`config.mk`:
```
export PLATFORM = sky130hd
export DESIGN_NAME = inverse_diffusion
export DESIGN_NICKNAME = d
export VERILOG_FILES = /design/src/rtl/inverse_diffusion.sv
export SDC_FILE = /design/constraint.sdc
export NUM_CORES = 2
export LEC_CHECK = 0
export CORE_ASPECT_RATIO = 1.5
export CORE_MARGIN = 2
export CORE_UTILIZATION = 50
export CTS_CLUSTER_SIZE = 20
export DETAILED_ROUTE_END_ITERATION = 7
export PLACE_DENSITY = 0.71
export SYNTH_ARGS = -nofsm -noshare
export SYNTH_HDL_FRONTEND = slang
export SYNTH_SLANG_ARGS = --single-unit
```
`constraint.sdc`:
```
create_clock -name clk -period 6.1 [get_ports clk]
set_input_delay 1.83 -clock clk [delete_from_list [all_inputs] [get_ports clk]]
set_output_delay 1.83 -clock clk [all_outputs]
set_load 0.01 [all_outputs]
```
`src/rtl/inverse_diffusion.sv`:
```
// inverse_diffusion: iterative inverse of the Ascon linear diffusion layer p_L.
// The inverse of each word map (1 + N) is the product of (1 + N^(2^j)) for
// j = 0..5. Each factor is one step: y ^ rotr(y, a<<j) ^ rotr(y, b<<j), with
// the rotate amounts reduced mod 64. The six steps are applied to a 320-bit
// register, one per clock, behind a valid/ready handshake.
// Optional build macro: INV_DIFFUSION_UNROLL2_EN applies two steps per clock.
module inverse_diffusion (
  input  logic         clk,
  input  logic         rst_n,
  input  logic         in_valid,
  output logic         in_ready,
  input  logic [319:0] state_in,
  output logic         out_valid,
  input  logic         out_ready,
  output logic [319:0] state_out,
  output logic         busy
);

  typedef enum logic [1:0] {
    IDLE = 2'd0,
    RUN  = 2'd1,
    DONE = 2'd2
  } state_e;

  // Forward rotate amounts per word; element k belongs to word s<k>.
  localparam logic [4:0][5:0] AMT_A = {6'd7,  6'd10, 6'd1, 6'd61, 6'd19};
  localparam logic [4:0][5:0] AMT_B = {6'd41, 6'd17, 6'd6, 6'd39, 6'd28};

`ifdef INV_DIFFUSION_UNROLL2_EN
  localparam logic [2:0] J_INC  = 3'd2;
  localparam logic [2:0] J_LAST = 3'd4;
`else
  localparam logic [2:0] J_INC  = 3'd1;
  localparam logic [2:0] J_LAST = 3'd5;
`endif

  state_e         state_q, state_d;
  logic [319:0]   r_q, r_d;
  logic [2:0]     j_q, j_d;

  // Right rotate by n via a doubled word, so n = 0 is the identity and no
  // shift by 64 ever occurs.
  function automatic logic [63:0] rotr(input logic [63:0] x, input logic [5:0] n);
    logic [127:0] xx;
    xx = {x, x} >> n;
    return xx[63:0];
  endfunction

  // One factor (1 + N^(2^j)) applied to all five words in parallel. Shifting
  // a 6-bit amount left by j and keeping 6 bits is exactly (a << j) mod 64.
  function automatic logic [319:0] step(input logic [319:0] s, input logic [2:0] j);
    logic [319:0] res;
    logic [63:0]  w;
    logic [5:0]   ra, rb;
    res = '0;
    for (int k = 0; k < 5; k++) begin
      w  = s[k*64 +: 64];
      ra = AMT_A[k] << j;
      rb = AMT_B[k] << j;
      res[k*64 +: 64] = w ^ rotr(w, ra) ^ rotr(w, rb);
    end
    return res;
  endfunction

  // State, data and step-counter registers.
  always_ff @(posedge clk or negedge rst_n) begin
    if (!rst_n) begin
      state_q <= IDLE;
      r_q     <= '0;
      j_q     <= '0;
    end else begin
      // NOTE: sequential state uses non-blocking assignments so every register
      // samples the pre-edge values and simulation matches the synthesized flops.
      state_q <= state_d;
      r_q     <= r_d;
      j_q     <= j_d;
    end
  end

  // Next-state logic: accept in IDLE, iterate in RUN, hold result in DONE.
  always_comb begin
    // NOTE: every variable gets a default first, so no path leaves one
    // unassigned and no latch is inferred.
    state_d = state_q;
    r_d     = r_q;
    j_d     = j_q;
    unique case (state_q)
      IDLE: begin
        if (in_valid) begin
          r_d     = state_in;
          j_d     = '0;
          state_d = RUN;
        end
      end
      RUN: begin
`ifdef INV_DIFFUSION_UNROLL2_EN
        r_d = step(step(r_q, j_q), j_q + 3'd1);
`else
        r_d = step(r_q, j_q);
`endif
        j_d = j_q + J_INC;
        if (j_q == J_LAST) state_d = DONE;
      end
      DONE: begin
        if (out_ready) state_d = IDLE;
      end
      default: state_d = IDLE;
    endcase
  end

  assign in_ready  = (state_q == IDLE);
  assign out_valid = (state_q == DONE);
  assign busy      = (state_q == RUN) || (state_q == DONE);
  assign state_out = r_q;

endmodule

```
==> qor.yml, run 1 <==
grt_overflow: 368
ctsHtreeMaxLevel: 2
netlist_area_sq_um: 66500
cts_setup_buffers: 0
routabilityCongestion: 1.17
clk_path_buf_depth: 3
grt_pass1_vias: 86200
die_h_um: 451
root_buffer: "clkbuf_16"
numClockSinks: 325
synth-seq-area-share_pct: 12.2
start_util_pct: 50.4
numCtsBuffers: 42
placed_area_sq_um: 74500
syn_nets: 8175
cts_resized: 0
hpwl_um: 303000
grt_start_max_net_pins: 142
synth_edf_count: 0
die_x_um: 302
yosysWarnings: 0
synth.ff_latch_count: 325
error: "[ERROR GRT-0116] Global routing finished with congestion. Check the congestion regions in the DRC Viewer."
netlist_instances: 7840
io_pins: 647
grt_use_total_pct: 69.2
syn_area_per_cell_sq_um: 8.48
synthArstFlopShare_pct: 100
ctsHoldBuffers: 0
grt_pass1_wl_um: 695000
lastStage: "global routing (5_1_grt)"
rows: 163
dpl_worst_slack_ps: 1100
synthDistinctLibCells: 85
yosys_most_used_dff: "dfrtp_1"
port_buffers: 646
status: "stopped before the end"
synthesized netlist by cell type (all sizes together), types with 12 or more instances:
cell type / count / area share (%)
o221ai: 66 / 0.87
mux4: 479 / 16
a221oi: 57 / 0.77
and3b: 14 / 0.18
nand2b: 12 / 0.11
nor2: 372 / 2.1
nor2b: 33 / 0.32
nor3: 42 / 0.32
mux2: 123 / 2.1
and2: 43 / 0.40
a22o: 41 / 0.54
xor2: 293 / 3.9
a211oi: 57 / 0.64
a221o: 21 / 0.32
o211ai: 69 / 0.78
nand2: 525 / 3.0
clkbuf: 695 / 3.9
or3: 17 / 0.16
o21ai: 624 / 4.7
a2bb2oi: 19 / 0.25
o31ai: 71 / 0.80
a22oi: 353 / 4.0
o22a: 22 / 0.29
xnor2: 455 / 6.0
and3: 68 / 0.64
mux2i: 1303 / 20
nand3: 98 / 0.74
inv: 28 / 0.16
a311oi: 64 / 0.84
a21o: 48 / 0.54
a211o: 54 / 0.71
a21oi: 470 / 3.5
a31oi: 63 / 0.59
or2: 12 / 0.11
dfrtp: 325 / 12
o22ai: 289 / 2.7
nand4: 55 / 0.52
buf: 322 / 2.6
cells by family after synthesis:
logic type | count (synthesis) | synth area share (%)
buffers and inverters | 1049 | 6.72
xor gates and xnor gates | 748 | 9.86
DFF | 325 | 12.2
AOI/OAI and AO/OA | 2479 | 24.1
and+or+nand+nor | 1323 | 8.95
adders and majority gates | 11 | 0.207
muxes | 1905 | 37.9
layer usage:
layer	global-route usage (%)	overflow
met1	71.5	1
met2	89.7	156
met3	47.4	7
met4	66.7	204
met5	11.2	0
per-stage QoR:
stage               cells  hold WS [ps]
floorplan            7840           497
global placement     9577           518
detailed placement   9577           561
CTS                  9652           574
==> run 2: changes to the inputs <==
- CORE_ASPECT_RATIO: 1.5 -> not set
- CORE_UTILIZATION: 50 -> 35
- CTS_CLUSTER_SIZE: 20 -> not set
- PLACE_DENSITY: 0.71 -> not set
- PLACE_DENSITY_LB_ADDON: not set -> 0.15
==> qor.yml, run 2 <==
syn_area_per_cell_sq_um: 8.48  # unchanged
fin_tns_setup_ps: 0
nets: 8204
insertion_delay_ps: 780
root_buffer: "clkbuf_16"
worst_pin_slew_ps: 1290
placed_area_sq_um: 75300  # +1.1%
syn_to_final_growth_pct: 15.8
rrSetupSlack_ps: 460
r2r-end: "state_out[308]"
final_area_sq_um: 76900
crit_fanout: 24
synthAdderAreaFrac_pct: 0.207  # unchanged
hpwl_um: 298000  # -1.6%
hold_path_end: "state_q[1]"
synth_area_leaders: "mux2i_1 20%, mux4_2 16%, dfrtp_1 12%, xnor2_1 6.0%, a22oi_1 4.0%"
fmax_ghz: 0.177
numClockSinks: 325  # unchanged
cp-end-kind: "flip-flop"
synth_top_area_share_pct: 19.6  # unchanged
clk_pin_slew_ps: 70
wl_um: 408000
synthDistinctLibCells: 85  # unchanged
synthArstFlopShare_pct: 100  # unchanged
yosys_most_used_dff: "dfrtp_1"
ctsHoldBuffers: 0  # unchanged
viasPerCell: 7.09
dr.pass1.iters: 7
coreArea_sq_um: 188000
grt_overflow: 0
yosys.area.top_type: "mux2i_1"
grt_use_total_pct: 40.4
status: "completed"
r2r_cells: 10
grt_start_max_net_pins: 135
synth_edf_count: 0  # unchanged
largest_register_ffs: 320
synth_compound_area_share_pct: 24.1  # unchanged
layout-drive-gt1-share_pct: 14.3
synth_common_cells: "1,303 x mux2i_1, 695 x clkbuf_1, 525 x nand2_1, 479 x mux4_2, 470 x a21oi_1"
crit_family: "simple AND/OR/NAND/NOR gates"
numCtsBuffers: 48  # +14%
netlist_area_sq_um: 66500  # unchanged
n_fill_cell: 18900
die_h_um: 440  # -2.4%
num_vias: 73800
post-route-period-util_pct: 92.4
slew_headroom_pct: 13.4
synthSimpleGateAreaFrac_pct: 8.95  # unchanged
min_from: "state_q[1]"
synth.most_common_cell: "mux2i_1"
netlist_instances: 7840  # unchanged
setup_viol: 0
ctsHtreeMaxLevel: 2  # unchanged
first_iter_violations: 10300
antenna_found_initial: 31
grt_pass1_wl_um: 564000
port_buffers: 646  # unchanged
required_ps: 6680
start_util_pct: 35.3  # -15 points
grt_pass1_vias: 69500
path_cells: "buf_4 > ha_1 > nor2b_1 > or2_2 > mux2_2 > a221oi_1 > xnor2_1 > buf_4 > mux2i_1 > a21oi_1"
routabilityCongestion: 1.08  # -7.3%
postRouteAntennaNets: 0
synth_top_family_by_area: "multiplexers"
r2r-start: "j_q[1]"
fin_crit_ps: 5640
critPathKind: "flip-flop to flip-flop"
die_x_um: 440  # +46%
yosys.area_share.xor_xnor_pct: 9.86  # unchanged
rows: 159  # -2.5%
synthMuxAreaShare_pct: 37.9  # unchanged
finalHoldViolations: 0
synth.ff_latch_count: 325  # unchanged
crit_arrival_ps: 6210
cts_setup_buffers: 0  # unchanged
yosysWarnings: 0  # unchanged
rsz0062_at_grt: "false"
worstHoldPathCells: 1
maxSlewViolCount: 0
clk_path_buf_depth: 3  # unchanged
worstSetupStartpointType: "flip-flop"
finalClockSkew_ps: 68.6
slowest_stage: "a221oi_1"
cap_violations: 0
dieArea_sq_um: 193000
cts_resized: 0  # unchanged
cp_num_buf_inv: 2
synth-seq-area-share_pct: 12.2  # unchanged
critPathMaxStageDelay_ps: 990
tritoncts: "yes"
syn_nets: 8175  # unchanged
io_pins: 647  # unchanged
drc_errors: 0
hold_class: "flip-flop to flip-flop"
final_common_cell: "mux2i_1"
path_common_cell: "buf_4"
most-common-layout-cells: "1,298 x mux2i_1, 645 x clkdlybuf4s50_1, 517 x nand2_1, 479 x mux4_2, 468 x a21oi_1"
multi_input_area_sq_um: 54300
holdWs_ps: 547
seqCellArea_sq_um: 8140
wl_per_cell_um: 39.2
[run 2: cell counts after synthesis]
No cell type changed its count.
[run 2: worst reg2reg max path, stage by stage, from the launching register on]
cell      delay (ps)
dfrtp_4          760
buf_4            490
ha_1             850
nor2b_1          530
or2_2            600
mux2_2           430
a221oi_1         990
xnor2_1          270
buf_4            220
mux2i_1          230
a21oi_1           80
[run 2: worst max path at each step]
| stage | start | endpoint | cells after the start |
|---|---|---|---|
| after floorplan | j_q[1] | state_out[66] | 16 |
| after global placement | j_q[1] | state_out[308] | 10 |
| after detailed placement | j_q[1] | state_out[308] | 10 |
| after CTS | j_q[1] | state_out[308] | 10 |
| after global routing | j_q[1] | state_out[263] | 11 |
| final | j_q[1] | state_out[308] | 10 |
[run 2: stage by stage]
| stage | setup WS [ps] | util [%] | std cells |
|---|---|---|---|
| 2_1_floorplan | 1170 | - | 7840 |
| 3_3_place_gp | 854 | 40.0 | 10300 |
| 3_5_place_dp | 958 | 40.0 | 10300 |
| 4_1_cts | 856 | 40.9 | 10400 |
| 5_1_grt | 549 | 40.9 | 10400 |
| 6_report | 463 | 40.9 | 10400 |
[run 2: area by class of cell]
type	instances	share of cell area [%]
well taps	2495	4.06
inverters	31	0.159
multi-input cells	6466	70.6
clock buffers	60	1.71
clock inverters	27	0.410
flip-flops and latches	325	10.6
diodes	11	0.0358
repair buffers	997	12.5
[run 2: logic make-up (layout without fill, tap and decap cells)]
family | Yosys count | after routing
simple gates | 1323 | 1323
other cells | 0 | 11
xor+xnor | 748 | 748
compound gates | 2479 | 2479
mux | 1905 | 1905
flops | 325 | 325
fa+ha+maj | 11 | 11
buf+inv | 1049 | 1115
[run 2: routing by layer]
layer | track usage (%) | share of wire [%] | wire length, um
met5 | 0 | 0.052 | 214
met1 | 54.9 | 41 | 168000
met4 | 19.1 | 5.8 | 23500
met2 | 57.4 | 41 | 167000
met3 | 13.0 | 12 | 49600
Power of run 2 is left out: the tool's default activity adds up to more than one toggle a clock period on the data nets, which glitch-free logic cannot reach.
==> patch: new RTL, config.mk and constraints of run 2 <==
Take the reset off `r_q` and load it in a clocked block of its own.
--- a/src/rtl/inverse_diffusion.sv
+++ b/src/rtl/inverse_diffusion.sv
@@ -68,3 +68,2 @@
       state_q <= IDLE;
-      r_q     <= '0;
       j_q     <= '0;
@@ -74,5 +73,8 @@
       state_q <= state_d;
-      r_q     <= r_d;
       j_q     <= j_d;
     end
+  end
+
+  always_ff @(posedge clk) begin
+    r_q <= r_d;
   end
Behaviour: not the same (a bounded check fails within 4 cycles, from zero or initial values and one cycle with rst_n low).
==> patch against run 2 <==
  * The run now ends with design-rule violations left
  * Fmax is 5.6% higher
  * Worst setup slack better by 300 ps
  * Worst hold slack worse by 24 ps
  * Area after synthesis is 1.1% lower
  * Wire length is 4.2% lower
  * First-iteration DRC count is 12% higher
  * Design area is 1.8% lower
  * Sequential share of layout area is 2.3 points higher
  * Sequential cell count stayed put
  * Critical endpoint is now state_out[67]
  * Largest cell class unchanged
  * Highest routed layer unchanged
Power is not shown: default switching activity piles up to over one toggle a cycle in this logic, so the estimate is an artifact.
==> patch: results (changes against run 2) <==
| Metric | Value |
|---|---|
| CP peak stage delay | 830 ps (-160 ps) |
| Total number of vias | 71.1k (-3.7%) |
| Reg2reg setup slack | 760 ps (+300 ps) |
| Post-synthesis xor/xnor area fraction | 8.56% (-1.3 points) |
| Critical path's slowest cell | ha_1 |
| Mux contribution to synthesized area | 37.5% (-0.42 points) |
| Area share of fa/ha/maj cells after synthesis | 0.209% (+0.0023 points) |
| Failing checks | design-rule violations |
| Critical path arrival | 5830 ps (-380 ps) |
| Final core utilization | 40.3% (-0.53 points) |
| Post-synth top cells | mux2i_1, clkbuf_1, mux4_2 |
| GRT met2 Usage | 57.9% (+0.56 points) |
| Met2 routed WL | 165 mm (-1.1%) |
| Fillers | 18.6k (-1.5%) |
| Ranking of synthesized cells by area | mux4_2, mux2i_1, edfxtp_1 |
| Worst-margin pin slew | 1320 ps (+25.2 ps) |
| Outcome | finished with violations |
| Largest net degree at the start of global routing | 185 (+37%) |
| Dpl ws | 1000 ps (+41.6 ps) |
| Post-synthesis sequential area ratio | 14.8% (+2.6 points) |
| Invs w/o clock | 61 (+97%) |
| Mean area per synthesized cell | 9.10 sq um (+7.3%) |
| Multi-input combinational area share | 68.6% (-2.0 points) |
| Ys flop type | edfxtp_1 |
| DRT met1 WL | 148 mm (-12%) |
| Number of diodes | 20 (+9) |
| DRT Pass-1 Iters | 8 (+1) |
| # DRC | 40 (+40) |
| Crit share post-route | 87.5% (-4.9 points) |
| Post-DP HPWL | 275 mm (-7.7%) |
| GR met1 Demand/Resource | 49.7% (-5.2 points) |
| Synth Area in Compound Gates | 20.9% (-3.2 points) |
| Metal3 WL | 49.5 mm (-0.18%) |
| RD Place Congestion | 1.07 (-1.3%) |
| CP top delay family | buffers and inverters |
| Clock buffer cells | 54 (-10%) |
| Share of flip-flops with an asynchronous set or reset | 1.54% (-98 points) |
| Sequential cell area share | 12.9% (+2.3 points) |
| Routing usage on met3 | 12.4% (-0.59 points) |
| Placed cell count | 9,730 (-5.7%) |
| Share of layout cells above drive strength 1 | 17.0% (+2.8 points) |
| WL final | 391 mm (-4.2%) |
| Placed inst area | 0.0739 sq mm (-1.8%) |
| Multi-input gates | 5,924 (-8.4%) |
| Avg WL per Cell | 39.7 um (+1.4%) |
| Worst Skew | 38.9 ps (-29.6 ps) |
[patch: cell types whose count changed after synthesis, moves of 70 or more]
cell and change:
clkbuf_1 -174, xor2_1 -106, mux2_2 +170, edfxtp_1 +320, dfrtp_1 -320, buf_2 +100, o21ai_0 -113, o21ai_1 -176
a22oi_1 -191, nand2b_1 +74, a32oi_1 +70, mux2i_1 -301, o32ai_1 +71, a21oi_1 -140
[patch: cells by family (layout without fill, tap and decap cells)]
logic type               after synthesis  count (layout)
AND/OR/NAND/NOR                     1523            1523
adder cells (fa/ha/maj)               11              11
multiplexers                        1797            1797
AO/OA/AOI/OAI                       1968            1968
XOR/XNOR                             625             625
other                                  0              20
buffers and inverters                979            1074
flip-flops                           325             325
[patch: final timing paths]
path / endpoint / depth (start not counted)
worst max-delay path: state_out[67] / 12
worst min-delay path: state_q[1] / 1
worst max register to register: state_out[67] / 12
worst min register to register: state_q[1] / 1
max in group asynchronous: j_q[1] / 1
min in group asynchronous: j_q[2] / 1
